[config.mk]
export PLATFORM = sky130hd
export DESIGN_NAME = qalu_pipe
export DESIGN_NICKNAME = d
export VERILOG_FILES = /design/src/rtl/qalu_pipe.sv
export SDC_FILE = /design/constraint.sdc
export NUM_CORES = 1
export LEC_CHECK = 0
export BUFFER_PORTS_ARGS = -buffer_cell sky130_fd_sc_hd__buf_4
export CAP_MARGIN = 20
export CORE_MARGIN = 10
export CORE_UTILIZATION = 35
export DETAILED_ROUTE_END_ITERATION = 7
export GPL_TIMING_DRIVEN = 0
export PLACE_DENSITY = 0.6
export SLEW_MARGIN = 20
export SYNTH_ARGS = -nofsm -noshare
export SYNTH_HDL_FRONTEND = slang
export SYNTH_SLANG_ARGS = --single-unit
[constraint.sdc]
create_clock -name clk -period 12 [get_ports clk]
set_clock_uncertainty 0.05 [all_clocks]
set_input_delay 1.2 -clock clk [delete_from_list [all_inputs] [get_ports clk]]
set_output_delay 1.2 -clock clk [all_outputs]
set_load 0.05 [all_outputs]
[src/rtl/qalu_pipe.sv]
// Two-stage pipelined saturating Q-format ALU with MAC accumulator and valid/ready handshakes.
// Optional QALU_ROUND_EN: round half-up on the MUL/MAC Q-rescale instead of truncating.
module qalu_pipe #(
  parameter int WIDTH   = 16,
  parameter int FRAC    = 15,
  parameter int SHIFT_W = 4,
  parameter int GUARD   = 8
) (
  input  logic               clk,
  input  logic               rst_n,
  input  logic               in_valid,
  output logic               in_ready,
  input  logic [3:0]         opcode,
  input  logic [WIDTH-1:0]   a,
  input  logic [WIDTH-1:0]   b,
  input  logic [SHIFT_W-1:0] shift,
  output logic               out_valid,
  input  logic               out_ready,
  output logic [WIDTH-1:0]   result,
  output logic               flag,
  output logic               ovf,
  input  logic               clr_ovf
);

  typedef enum logic [3:0] {
    OP_NOP, OP_ADD, OP_SUB, OP_MUL, OP_MAC, OP_ACLR, OP_SHRA, OP_SHLA,
    OP_SHRL, OP_ROL, OP_ROR, OP_AND, OP_OR, OP_XOR, OP_EQ, OP_LT
  } op_e;

  localparam int AW = 2*WIDTH + GUARD;
  localparam int XW = AW + 2;
  localparam logic signed [XW-1:0] SAT_HI  = {{(XW-WIDTH+1){1'b0}}, {(WIDTH-1){1'b1}}};
  localparam logic signed [XW-1:0] SAT_LO  = {{(XW-WIDTH+1){1'b1}}, {(WIDTH-1){1'b0}}};
  localparam logic signed [XW-1:0] ACC_HI  = {{(XW-AW+1){1'b0}}, {(AW-1){1'b1}}};
  localparam logic signed [XW-1:0] ACC_LO  = {{(XW-AW+1){1'b1}}, {(AW-1){1'b0}}};

  // Returns {clamped, value}: clamps v into the signed WIDTH-bit range.
  function automatic logic [WIDTH:0] sat_w(input logic signed [XW-1:0] v);
    if (v > SAT_HI) return {1'b1, 1'b0, {(WIDTH-1){1'b1}}};
    if (v < SAT_LO) return {1'b1, 1'b1, {(WIDTH-1){1'b0}}};
    return {1'b0, v[WIDTH-1:0]};
  endfunction

  function automatic logic signed [XW-1:0] rescale(input logic signed [XW-1:0] v);
    logic signed [XW-1:0] rnd;
`ifdef QALU_ROUND_EN
    rnd = {{(XW-1){1'b0}}, 1'b1} << (FRAC-1);
`else
    rnd = '0;
`endif
    return (v + rnd) >>> FRAC;
  endfunction

  logic                      vld_p1, vld_p2, s1_adv, mv_p1;
  op_e                       op_p1;
  logic signed [WIDTH-1:0]   a_p1, b_p1;
  logic [SHIFT_W-1:0]        sh_p1;
  logic [WIDTH-1:0]          res_p2;
  logic                      flag_p2, ovf_q;
  logic signed [AW-1:0]      acc;

  assign s1_adv    = !vld_p2 || out_ready;
  assign in_ready  = !vld_p1 || s1_adv;
  assign mv_p1     = vld_p1 && s1_adv;
  assign out_valid = vld_p2;
  assign result    = res_p2;
  assign flag      = flag_p2;
  assign ovf       = ovf_q;

  // Stage 1: capture decoded op and operands on accept
  always_ff @(posedge clk) begin
    if (in_valid && in_ready) begin
      op_p1 <= op_e'(opcode);
      a_p1  <= a;
      b_p1  <= b;
      sh_p1 <= shift;
    end
  end

  logic signed [2*WIDTH-1:0] a2, b2, prod;
  logic signed [XW-1:0]      ax, bx, acc_x, prod_x, mac_sum, mac_clamp;
  logic [WIDTH-1:0]          ua;
  logic [WIDTH:0]            sv;
  logic                      flag_c, acc_upd, acc_of;
  logic [AW-1:0]             acc_nxt;
  int                        shn;

  assign a2      = {{WIDTH{a_p1[WIDTH-1]}}, a_p1};
  assign b2      = {{WIDTH{b_p1[WIDTH-1]}}, b_p1};
  assign prod    = a2 * b2;
  assign ax      = {{(XW-WIDTH){a_p1[WIDTH-1]}}, a_p1};
  assign bx      = {{(XW-WIDTH){b_p1[WIDTH-1]}}, b_p1};
  assign prod_x  = {{(XW-2*WIDTH){prod[2*WIDTH-1]}}, prod};
  assign acc_x   = {{(XW-AW){acc[AW-1]}}, acc};
  assign mac_sum = acc_x + prod_x;
  assign ua      = a_p1;

  always_comb begin
    sv        = '0;
    flag_c    = 1'b0;
    acc_upd   = 1'b0;
    acc_of    = 1'b0;
    mac_clamp = mac_sum;
    acc_nxt   = acc;
    shn       = (int'(sh_p1) >= WIDTH) ? WIDTH-1 : int'(sh_p1);
    if (mac_sum > ACC_HI) begin
      mac_clamp = ACC_HI;
      acc_of    = 1'b1;
    end else if (mac_sum < ACC_LO) begin
      mac_clamp = ACC_LO;
      acc_of    = 1'b1;
    end
    case (op_p1)
      OP_ADD:  sv = sat_w(ax + bx);
      OP_SUB:  sv = sat_w(ax - bx);
      OP_MUL:  sv = sat_w(rescale(prod_x));
      OP_MAC: begin
        sv        = sat_w(rescale(mac_clamp));
        sv[WIDTH] = sv[WIDTH] | acc_of;
        acc_nxt   = mac_clamp[AW-1:0];
        acc_upd   = 1'b1;
      end
      OP_ACLR: begin
        acc_nxt = '0;
        acc_upd = 1'b1;
      end
      OP_SHRA: sv = {1'b0, a_p1 >>> shn};
      OP_SHLA: sv = sat_w(ax <<< shn);
      OP_SHRL: sv = {1'b0, ua >> shn};
      OP_ROL:  sv = {1'b0, (ua << shn) | (ua >> (WIDTH - shn))};
      OP_ROR:  sv = {1'b0, (ua >> shn) | (ua << (WIDTH - shn))};
      OP_AND:  sv = {1'b0, ua & b_p1};
      OP_OR:   sv = {1'b0, ua | b_p1};
      OP_XOR:  sv = {1'b0, ua ^ b_p1};
      OP_EQ:   flag_c = (a_p1 == b_p1);
      OP_LT:   flag_c = (a_p1 < b_p1);
      default: sv = '0;
    endcase
  end

  // Stage 2: register result, flag, valid; commit accumulator and sticky overflow
  always_ff @(posedge clk or negedge rst_n) begin
    if (!rst_n) begin
      vld_p1  <= 1'b0;
      vld_p2  <= 1'b0;
      res_p2  <= '0;
      flag_p2 <= 1'b0;
      ovf_q   <= 1'b0;
      acc     <= '0;
    end else begin
      if (in_ready) vld_p1 <= in_valid;
      if (s1_adv)   vld_p2 <= vld_p1;
      if (mv_p1) begin
        res_p2  <= sv[WIDTH-1:0];
        flag_p2 <= flag_c;
        if (acc_upd) acc <= acc_nxt;
      end
      if (mv_p1 && sv[WIDTH]) ovf_q <= 1'b1;
      else if (clr_ovf)       ovf_q <= 1'b0;
    end
  end

endmodule

Word level (Yosys, flattened, before mapping)
Cells that the tools add are included.
- register bits after elaboration: 100
- latch bits: 0
- memory bits (writable): 0
- memory bits (read-only): 0
- input bits: 45
- output and inout bits: 20
- word-level logic and storage cells: 123
- memories kept: 0
- add/sub/neg operators: 4
- multipliers: 1
- div/mod/pow operators: 0
- magnitude comparators: 13
- eq/ne operators: 16
- shift-type cells: 6
- muxes and demuxes: 56
- bitwise gates (word level): 6
- reduce and logical (&&, ||, !) cells: 11
- operators by type and width (operator ; number):
    2-to-1 mux 17 bit ; 21
    case mux 17 bit (12 select lines) ; 1
    2-to-1 mux 42 bit ; 2
    case mux 40 bit (2 select lines) ; 1
    greater-than comparator 17 x 16 -> 1 bit, second input constant ; 3
    less-than comparator 17 x 16 -> 1 bit, second input constant ; 3
    OR 16 bit ; 3
    greater-than comparator 42 x 16 -> 1 bit, second input constant ; 1
    less-than comparator 42 x 16 -> 1 bit, second input constant ; 1
    <<< shifter 16 x 4 -> 42 bit ; 1
    adder 40 x 32 -> 41 bit ; 1
    greater-than comparator 41 x 40 -> 1 bit, second input constant ; 1
    less-than comparator 41 x 40 -> 1 bit, second input constant ; 1
    == test 4 bit, second input constant ; 8
    multiplier 16 x 16 -> 32 bit ; 1
    left shift 16 x 32 -> 16 bit ; 1
    right shift 16 x 32 -> 16 bit ; 1
    2-to-1 mux 1 bit ; 30
    greater-than comparator 27 x 16 -> 1 bit, second input constant ; 1
    less-than comparator 27 x 16 -> 1 bit, second input constant ; 1
    adder 16 x 16 -> 17 bit ; 1
    subtractor 16 x 16 -> 17 bit ; 1
    AND 16 bit ; 1
    == test 16 bit ; 1
    other kinds (17) ; 26

Longest topological paths before layout
- depth after elaboration: 17
- gate-level depth with buffers: 39
- mapped depth without buffers: 35

Worst setup path before layout
No wires, ideal clock.
- path type: register -> register
- start point: reg a_p1[15]
- end point: reg acc[10]
- library setup time: 0.126 ns
- arrival time: 9.635 ns
- data required time: 11.824 ns
- setup slack: 2.189 ns
- cell stages (with the launch flop): 33
- path buffers: 5
- clock period less this slack: 9.811 ns
- cell sequence: edfxtp_1 > clkbuf_1 > buf_1 > buf_1 > nand2_1 > fa_1 > inv_1 > fa_1 > fa_1 > fa_1 > fa_1 > inv_1 > fa_1 > inv_1 > ha_1 > a21oi_1 > o21ai_0 > nand3_1 > a31oi_1 > a311oi_1 > xnor2_1 > ha_1 > a21o_1 > a21o_1 > a22o_1 > a221o_1 > or4_1 > nand4_1 > or2_2 > clkbuf_1 > nor2_1 > clkbuf_1 > a221o_1
- longest elaborated chain between the ends: 6
- elaborated cells on any way between the ends: 7
- classes of those cells: add/sub: 1; mul: 1; order compare: 2; mux: 3
- RTL lines (what ; RTL line ; source):
    from (decl) ; 56 ; logic signed [WIDTH-1:0] a_p1, b_p1;
    from (signal assigned) ; 74 ; a_p1 <= a;
    multiplier 16 x 16 -> 32 bit (*) ; 90 ; assign prod = a2 * b2;
    adder 40 x 32 -> 41 bit (*) ; 95 ; assign mac_sum = acc_x + prod_x;
    less-than comparator 41 x 40 -> 1 bit ; 109 ; end else if (mac_sum < ACC_LO) begin
    2-to-1 mux 42 bit ; 109 ;
    2-to-1 mux 42 bit (*) ; 106 ; if (mac_sum > ACC_HI) begin
    case mux 40 bit (2 select lines) (*) ; 113 ; case (op_p1)
    to (signal assigned) ; 156 ; if (acc_upd) acc <= acc_nxt;
    to (decl) ; 60 ; logic signed [AW-1:0] acc;
Mark *: on every way between the ends. The rest lies on a longest branch, timed or not.
A chain may end at the register's enable or synchronous reset.

Worst setup path after layout
- start point: reg a_p1[0]
- end point: reg res_p2[14] (netlist: result[14])
- longest elaborated chain between the ends: 13
- elaborated cells on any way between the ends: 68
- classes of those cells: add/sub: 3; mul: 1; order compare: 12; shift: 6; mux: 44; bitwise: 2
- RTL lines (what ; RTL line ; source):
    multiplier 16 x 16 -> 32 bit ; 90 ;
    adder 40 x 32 -> 41 bit ; 95 ;
    less-than comparator 41 x 40 -> 1 bit ; 109 ;
    2-to-1 mux 42 bit ; 109 ;
    2-to-1 mux 42 bit ; 106 ;
    less-than comparator 27 x 16 -> 1 bit ; 40 ; if (v < SAT_LO) return {1'b1, 1'b1, {(WIDTH-1){1'b0}}};
    2-to-1 mux 1 bit (2 in series) ; 40 ;
    2-to-1 mux 1 bit ; 113 ;
    2-to-1 mux 17 bit ; 41 ; return {1'b0, v[WIDTH-1:0]};
    2-to-1 mux 17 bit ; 40 ;
    2-to-1 mux 17 bit ; 113 ;
    case mux 17 bit (12 select lines) (*) ; 113 ;
    to (signal assigned) ; 154 ; res_p2 <= sv[WIDTH-1:0];
    to (decl) ; 58 ; logic [WIDTH-1:0] res_p2;
Mark *: on every way between the ends. The rest lies on a longest branch, timed or not. The select of a mux whose other input is x is not followed.

==> flow_summary.json <==
{
  "status": "finished clean",
  "final_cell_mix": "inv_1, nor2_1, nand2_1",
  "cpPeakStageDelay_ps": 590,
  "core_area_um2": 63000,
  "syn_nets": 3248,
  "cts_root_buf": "clkbuf_16",
  "area_growth_pct": 9.03,
  "tightestPinTransition_ps": 1140,
  "min_delay_path_depth": 2,
  "yosysSeqAreaShare": 0.122,
  "tns_ps": 0,
  "drtIter0Drc": 2472,
  "instances_no_fill": 3694,
  "grt_pass1_vias": 20900,
  "cp.arrival_ps": 11700,
  "synth_top_area_cell": "fa_1",
  "drc": 0,
  "totalWireLength_um": 88700,
  "clock-sinks": 100,
  "synthDistinctLibCells": 82,
  "io_pins": 65,
  "rsz0062_at_grt": "yes",
  "final_nets": 3328,
  "cts.clk_slew.worst_paths_ps": 100,
  "fmax_mhz": 86.9,
  "relSlewSlack": 0.229,
  "hold_class": "flip-flop to flip-flop",
  "path_max_fanout": 11,
  "critPathKind": "flip-flop to flip-flop",
  "overflow": 0,
  "die_w_um": 272,
  "dp_cells": 3674,
  "clk_latency_ps": 410,
  "dieArea_um2": 73900,
  "synth_cells": 2762,
  "antenna_found_initial": 1,
  "fin_crit_ps": 11510,
  "cts_buffer_depth": 2,
  "synth.top_cell.area_share": 0.239,
  "critPathRequiredTime_ps": 12200,
  "end_kind": "flip-flop",
  "grt_usage": 0.237,
  "num_rows": 92,
  "htree_num_levels": 3,
  "period_share": 0.959,
  "syn_area_um2": 22200,
  "synth-seq-cells": 100,
  "finalSetupViolations": 0,
  "syn_area_per_cell_um2": 8.04,
  "vias": 21500,
  "vias_per_cell": 5.81,
  "post-dp-hpwl_um": 72400,
  "crit_slowest_cell": "clkbuf_1",
  "synthArstFlopShare": 0.600,
  "timing.max_cap.violations": 0,
  "rr_worst_depth": 34,
  "initial_utilization": 0.353,
  "cts.hold.buffers_added": 0,
  "hold_viol": 0,
  "grt_pass1_wl_um": 134000,
  "io_buffers": 64,
  "drive_gt1_frac": 0.0583,
  "slew_violations": 0,
  "yosysWarnings": 0,
  "postRouteAntennaNets": 0,
  "synthTopCellsByArea": "fa_1, ha_1, dfrtp_1",
  "dominantRegCellSynth": "dfrtp_1",
  "gp_congestion": 1.01,
  "dieHeight_um": 272,
  "mostFrequentLayoutCell": "inv_1",
  "wl_per_cell_um": 24.0,
  "grt_max_degree": 61,
  "numCtsBuffers": 9,
  "cts_tree": "done",
  "dr.pass1.iters": 6,
  "startpoint_type": "flip-flop",
  "synth_edf_count": 40
}
## routing by layer
metal,vias up,global-route usage,share of wire,wire length [µm]
met5,-,0,0.00015,13
met4,2,0.114,0.050,4460
met3,217,0.0446,0.089,7860
met2,1162,0.370,0.45,39900
met1,10600,0.312,0.41,36500
li1,9534,-,-,-
## sequential cells by signal (all words and copies together), names as in the netlist
| signal | count |
|---|---|
| result | 16 |
| b_p1 | 16 |
| ovf | 1 |
| a_p1 | 16 |
| vld_p1 | 1 |
| op_p1 | 4 |
| acc | 40 |
| sh_p1 | 4 |
| out_valid | 1 |
| flag | 1 |
## kinds of logic (layout without fill, tap and decap cells)
| logic type | count (synthesis) | after routing | synth area share |
|---|---|---|---|
| other | 0 | 1 | 0 |
| and+or+nand+nor | 821 | 821 | 0.164 |
| xor gates and xnor gates | 80 | 80 | 0.0316 |
| DFF | 100 | 100 | 0.122 |
| muxes | 79 | 79 | 0.0475 |
| adders and majority gates | 444 | 444 | 0.340 |
| buffers and inverters | 557 | 642 | 0.0948 |
| AOI/OAI and AO/OA | 681 | 681 | 0.201 |
## critical path, delay by kind of cell, from the launching register on
kind | cells | cell delay [ps]
DFF | 1 | 530
xor gates and xnor gates | 1 | 390
AOI/OAI and AO/OA | 9 | 2050
adders and majority gates | 8 | 3860
and+or+nand+nor | 7 | 2370
buffers and inverters | 9 | 2060
## repair_timing
item                       4_1_cts  5_1_grt
pin swaps                        1        0
cloned                           0        0
hold endpoints to repair         0        0
resized for setup               10       16
setup buffers                    3        0
setup endpoints to repair       54       55
## cell type report
cell class	instances	area [µm²]
tap	846	1060
inverter	404	1520
multi-input combinational	2105	17500
sequential	100	2700
fill	6594	38800
clock buffer	12	268
clock inverter	4	35.0
buffer	153	597
timing repair buffer	69	554
antenna	1	2.50
## path summary, 6_finish.rpt
check / from / endpoint / slack (ps)
max in group asynchronous: rst_n / acc[14] / 10510
setup reg to reg: a_p1[0] / result[14] / 490
min in group asynchronous: rst_n / acc[36] / 820
hold reg to reg: flag / flag / 440
setup / recovery: a_p1[0] / result[14] / 490
hold / removal: flag / flag / 440
## metrics by stage
stage               hold slack [ps]   util  area [µm²]  setup WS [ps]
global route                    466  0.384       24200          -60.2
finish                          445  0.384       24200            493
global placement                417  0.377       23700          -1710
detailed placement              429  0.378       23800           -839
CTS                             451  0.384       24200           12.1
floorplan                       395      -       22200           2190
## synth_stat cells, drive strengths merged (11+ instances only)
master  count
inv       392
nor2      305
nand2     290
fa        265
ha        176
o21ai     171
a21oi     164
clkbuf    118
dfrtp      60
xnor2      54
mux2i      48
edfxtp     40
nor3       39
buf        35
a211oi     34
nand2b     33
nand3      33
o211ai     31
a21o       30
xor2       26
o21a       23
a221o      22
a221oi     20
mux4       20
nor2b      20
or3        20
nand4      18
o22ai      18
a31oi      17
a22oi      16
and2       16
o221ai     16
a22o       15
o31ai      15
o21bai     14
clkinv     12
mux2       11
Power is left out: the tool's default activity adds up to more than one toggle a clock period on the data nets, which glitch-free logic cannot reach.
